[config.mk]
export PLATFORM = sky130hd
export DESIGN_NAME = seq_signed_divider
export DESIGN_NICKNAME = d
export VERILOG_FILES = /design/src/rtl/div_pkg.sv /design/src/rtl/div_sign_fix.sv /design/src/rtl/seq_signed_divider.sv
export SDC_FILE = /design/constraint.sdc
export NUM_CORES = 1
export LEC_CHECK = 0
export CAP_MARGIN = 15
export CORE_AREA = 2 2 115 117
export DETAILED_ROUTE_END_ITERATION = 12
export DIE_AREA = 0 0 117 119
export PLACE_DENSITY = 0.94
export SYNTH_ARGS = -nofsm -noshare
export SYNTH_HDL_FRONTEND = slang
export SYNTH_SLANG_ARGS = --single-unit
[constraint.sdc]
create_clock -name Clock -period 4.9 [get_ports Clock]
set_input_delay 0.98 -clock Clock [delete_from_list [all_inputs] [get_ports Clock]]
set_output_delay 0.98 -clock Clock [all_outputs]
set_load 0.01 [all_outputs]
[src/rtl/div_pkg.sv]
// rtl/div_pkg.sv - shared types and constants for the sequential signed divider
package div_pkg;

    localparam int DIVIDEND_W = 32;
    localparam int DIVISOR_W  = 16;
    localparam int ITER       = 32;

    localparam logic [DIVIDEND_W-1:0] DIV_ZERO_Q = '0;
    localparam logic [DIVIDEND_W-1:0] OVF_Q      = 32'h8000_0000;

    typedef enum logic [1:0] {
        IDLE,
        DIVIDE,
        FIX
    } div_state_t;

endpackage

[src/rtl/div_sign_fix.sv]
// rtl/div_sign_fix.sv - combinational conditional two's-complement negation
module div_sign_fix #(
    parameter int W = 16
) (
    input  logic [W-1:0] value,
    input  logic         negate,
    output logic [W-1:0] result
);

    // Used both as |x| (negate = sign bit) and to re-apply result signs.
    assign result = negate ? ((~value) + W'(1)) : value;

endmodule

[src/rtl/seq_signed_divider.sv]
// rtl/seq_signed_divider.sv - 32/16 signed radix-2 restoring divider with Start/Done handshake
module seq_signed_divider
    import div_pkg::*;
(
    input  logic                  Clock,
    input  logic                  Reset,
    input  logic                  Start,
    input  logic [DIVIDEND_W-1:0] Dividend,
    input  logic [DIVISOR_W-1:0]  Divisor,
    output logic [DIVIDEND_W-1:0] Quotient,
    output logic [DIVISOR_W-1:0]  Remainder,
    output logic                  Busy,
    output logic                  Done,
    output logic                  DivByZero,
    output logic                  Overflow
);

    div_state_t            state;
    logic [DIVISOR_W:0]    prem;
    logic [DIVIDEND_W-1:0] qreg;
    logic [DIVISOR_W-1:0]  dvs_mag;
    logic [4:0]            cnt;
    logic                  sign_n;
    logic                  sign_d;

    logic [DIVIDEND_W-1:0] dividend_mag;
    logic [DIVISOR_W-1:0]  divisor_mag;
    logic [DIVIDEND_W-1:0] q_signed;
    logic [DIVISOR_W-1:0]  r_signed;
    logic [DIVISOR_W:0]    shifted;
    logic [DIVISOR_W+1:0]  trial;
    logic                  no_borrow;
    logic                  q_negative;

    div_sign_fix #(.W(DIVIDEND_W)) u_abs_dividend (
        .value  (Dividend),
        .negate (Dividend[DIVIDEND_W-1]),
        .result (dividend_mag)
    );

    div_sign_fix #(.W(DIVISOR_W)) u_abs_divisor (
        .value  (Divisor),
        .negate (Divisor[DIVISOR_W-1]),
        .result (divisor_mag)
    );

    assign q_negative = sign_n ^ sign_d;

    div_sign_fix #(.W(DIVIDEND_W)) u_fix_quotient (
        .value  (qreg),
        .negate (q_negative),
        .result (q_signed)
    );

    // Remainder magnitude is always below 2^15, so the top partial-remainder bit is dropped.
    div_sign_fix #(.W(DIVISOR_W)) u_fix_remainder (
        .value  (prem[DIVISOR_W-1:0]),
        .negate (sign_n),
        .result (r_signed)
    );

    assign shifted   = {prem[DIVISOR_W-1:0], qreg[DIVIDEND_W-1]};
    assign trial     = {1'b0, shifted} - {2'b00, dvs_mag};
    assign no_borrow = ~trial[DIVISOR_W+1];

    always_ff @(posedge Clock or negedge Reset) begin
        if (!Reset) begin
            state     <= IDLE;
            prem      <= '0;
            qreg      <= '0;
            dvs_mag   <= '0;
            cnt       <= '0;
            sign_n    <= 1'b0;
            sign_d    <= 1'b0;
            Quotient  <= '0;
            Remainder <= '0;
            Busy      <= 1'b0;
            Done      <= 1'b0;
            DivByZero <= 1'b0;
            Overflow  <= 1'b0;
        end else begin
            case (state)
                IDLE: begin
                    Done <= 1'b0;
                    if (Start) begin
                        qreg    <= dividend_mag;
                        dvs_mag <= divisor_mag;
                        sign_n  <= Dividend[DIVIDEND_W-1];
                        sign_d  <= Divisor[DIVISOR_W-1];
                        prem    <= '0;
                        cnt     <= '0;
                        Busy    <= 1'b1;
                        state   <= (Divisor == '0) ? FIX : DIVIDE;
                    end
                end
                DIVIDE: begin
                    prem <= no_borrow ? trial[DIVISOR_W:0] : shifted;
                    qreg <= {qreg[DIVIDEND_W-2:0], no_borrow};
                    cnt  <= cnt + 5'd1;
                    if (cnt == 5'(ITER - 1)) begin
                        state <= FIX;
                    end
                end
                FIX: begin
                    Busy  <= 1'b0;
                    Done  <= 1'b1;
                    state <= IDLE;
                    if (dvs_mag == '0) begin
                        Quotient  <= DIV_ZERO_Q;
                        Remainder <= '0;
                        DivByZero <= 1'b1;
                        Overflow  <= 1'b0;
                    end else if (!q_negative && qreg[DIVIDEND_W-1]) begin
                        // Only -2^31 / -1 yields a positive magnitude of 2^31.
                        Quotient  <= OVF_Q;
                        Remainder <= '0;
                        DivByZero <= 1'b0;
                        Overflow  <= 1'b1;
                    end else begin
                        Quotient  <= q_signed;
                        Remainder <= r_signed;
                        DivByZero <= 1'b0;
                        Overflow  <= 1'b0;
                    end
                end
                default: state <= IDLE;
            endcase
        end
    end

endmodule

==> impl_metrics.yaml <==
pwr:
  finalPower_w: 0.00651
  p_clk_share_pct: 18.2
  max-vdd-ir-drop_v: 0.000404
  leakage_nw: 3.90
  switching_power_w: 0.00283
  powerDensity_nw_per_um2: 713
  swShare_pct: 43.6
  p_seq_share_pct: 31.2
  p_int_w: 0.00367
  combPwrFrac_pct: 50.6
layout:
  fillers: 924
  regArea_um2: 3130
  antenna_cells: 0
  final_net_count: 996
  area_growth_pct: 22.8
  multi_input_area_um2: 4030
  layout-drive-gt1-share_pct: 5.57
  finish.instance_area_um2: 9130
global_routing:
  grt_pass1_wl_um: 31600
  grt_max_degree: 64
  grt_usage_pct: 28.7
  antenna_found_initial: 0
  grt-ovfl-total: 0
  grt_pass1_vias: 6420
run:
  drv_cap: 0
sta:
  tns_ns: 0
  worst_slew_pin_slew_ns: 1.12
  hold_viol: 0
  clock.fmax_ghz: 0.296
  final_max_slew_viol_count: 0
  post-route-min-period_ns: 3.37
  relSlewSlack_pct: 25.5
  setup_viol: 0
  fin_skew_ns: 0.0106
  period_share_pct: 68.9
  rsz0062_at_grt: "false"
synthesis:
  ys_async_sr_fraction_pct: 100
  seq_area_frac_synth_pct: 42.1
  ys_warn_count: 0
  synth_top_area_share_pct: 42.1
  ys_ff_latch: 125
  syn-num-nets: 911
  synth_area_um2: 7440
  synth_edf_count: 0
  ys.flop_type: "dfrtp_1"
  synth_cells: 837
  yosys-top-cells-area: "dfrtp_1 (42%), o21ai_0 (8.2%), xor2_1 (8.0%), nand2_1 (6.3%), ha_1 (3.7%)"
  yosysUniqueCellTypes: 57
  yosys.area.top_type: "dfrtp_1"
  syn_area_per_cell_um2: 8.89
  synth_common_cells: "dfrtp_1 (125), nand2_1 (125), o21ai_0 (122)"
drt:
  drc: 0
  ant_nets: 0
  post_drt_wl_per_cell_um: 17.2
  vias_per_cell: 6.10
  dr.pass1.iters: 5
  dr.first_iter.drc_count: 520
  via_count: 6771
  wl_um: 19100
worst_setup_path:
  worstRegToRegCells: 9
  reg2reg_from: "dvs_mag[1]"
  critPathLaunchType: "input pin"
  crit_type: "input pin to flop"
  worst-endpoint-arrival_ns: 3.66
  crit_path_start: "Dividend[6]"
  cp.required_ns: 5.19
  cp-end-kind: "flop"
  critPathMaxFanout: 6
clocking:
  clkTransAtPathRegs_ns: 0.06
  cts_sinks: 125
  cts_hold_buf: 0
  cts_tree: "done"
  post_cts_buffers: 0
  cts_resized: 0
  clk_path_buf_depth: 2
  cts_buffers: 17
  htree_num_levels: 4
  cts-root-buf: "clkbuf_16"
  clkLatencyLatePin_ns: 0.42
floorplan:
  io-pin-count: 103
  die_area_um2: 13900
  row_count: 42
  die_w_um: 117
  core-area_um2: 12900
  start_util_pct: 57.8
  die_h_um: 119
hold_path:
  hold_depth: 2
  hp-class: "flop to flop"
  hp-start: "Remainder[10]"
placement:
  gp_congestion: 0.906
  numPortBuffers: 102
  dp_hpwl_um: 12900
  placed_cell_area_um2: 8580
status:
  status: "finished, final reports clean"
[final cells by class]
cell class              instances  share of cell area, %
multi-input cells             636                   44.2
flip-flops and latches        125                   34.3
repair buffers                110                   11.8
clock buffers                  21                   5.04
well taps                     176                   2.41
inverters                      32                   1.32
clock inverters                10                   1.00
[per-stage QoR]
stage          setup slack [ns]  hold slack, ns  util (%)  cells
2_1_floorplan              1.83           0.449         -    837
3_3_place_gp               1.20           0.460      66.6   1079
3_5_place_dp               1.14           0.466      66.6   1079
4_1_cts                    1.54           0.482      70.9   1110
5_1_grt                    1.27           0.501      70.9   1110
6_report                   1.53           0.479      70.9   1110
[cell usage in the layout, fill, tap and decap left out, types with 3 or more instances in the layout]
cell and instances:
ha_1 22, buf_4 9, xnor2_1 28, and3_1 7
dfrtp_1 125, o31ai_1 25, o22ai_1 8, nor3_1 12
clkbuf_16 17, xor2_1 68, o21a_1 4, inv_1 32
nand2_1 125, nand4_1 7, nand3_1 20, or3_1 13
o41ai_1 11, clkdlybuf4s50_1 101, a21oi_1 26, o21ai_0 121
a22oi_1 21, mux2i_1 5, nor4_1 7, a21o_1 4
a32oi_1 4, or4_1 9, clkinv_2 3, nor2_1 29
nand2b_1 10, clkinvlp_4 5, nor2b_1 5, o311ai_0 5
[registers in the layout, summed over array words and instances, names as in the netlist, 2 cells and up]
| name | count |
|---|---|
| dvs_mag | 16 |
| state | 2 |
| Quotient | 32 |
| cnt | 5 |
| prem | 16 |
| Remainder | 16 |
| qreg | 32 |
[cell families (layout without fill, tap and decap cells)]
kind of cell	Yosys count	in the layout	share of synthesized area [%]
AOI/OAI and AO/OA	257	257	21.6
muxes	5	5	0.673
buffers and inverters	76	173	3.85
xor gates and xnor gates	96	96	11.3
and+or+nand+nor	255	255	16.6
adders and majority gates	23	23	3.97
DFF	125	125	42.1
[path summary, 6_finish.rpt]
check                           endpoint  slack, ns
setup / recovery                qreg[27]       1.53
hold / removal             Remainder[10]       0.48
setup reg to reg                 prem[1]       1.54
hold reg to reg            Remainder[10]       0.48
max in group asynchronous        qreg[3]       3.33
min in group asynchronous     dvs_mag[6]       0.65
[metal layers]
layer  track usage (%)  vias to the layer above  part of all wire [%]
li1                  -                     3184                     -
met1              40.5                     3210                    43
met2              43.6                      309                    47
met3              4.48                       68                   6.4
met4              12.9                        0                   3.2
met5                 0                        -                     0
[power by group through the flow]
| stage | registers (W) | clock network, W | logic [W] |
|---|---|---|---|
| 2_1_floorplan | 0.00193 | 0 | 0.00220 |
| 3_3_place_gp | 0.00199 | 0 | 0.00308 |
| 3_5_place_dp | 0.00201 | 0 | 0.00320 |
| 4_1_cts | 0.00201 | 0.00119 | 0.00326 |
| 5_1_grt | 0.00209 | 0.00124 | 0.00364 |
| 6_report | 0.00203 | 0.00119 | 0.00329 |
[worst max-delay path, cell delays in order]
cell and delay (ns):
clkdlybuf4s50_1 0.45, or3_1 0.45, nor4_2 0.30, nand3_1 0.36, or3_1 0.51, o41ai_1 0.31, xor2_1 0.20, a21oi_1 0.10
No activity file was read; power rests on OpenSTA's default activity.
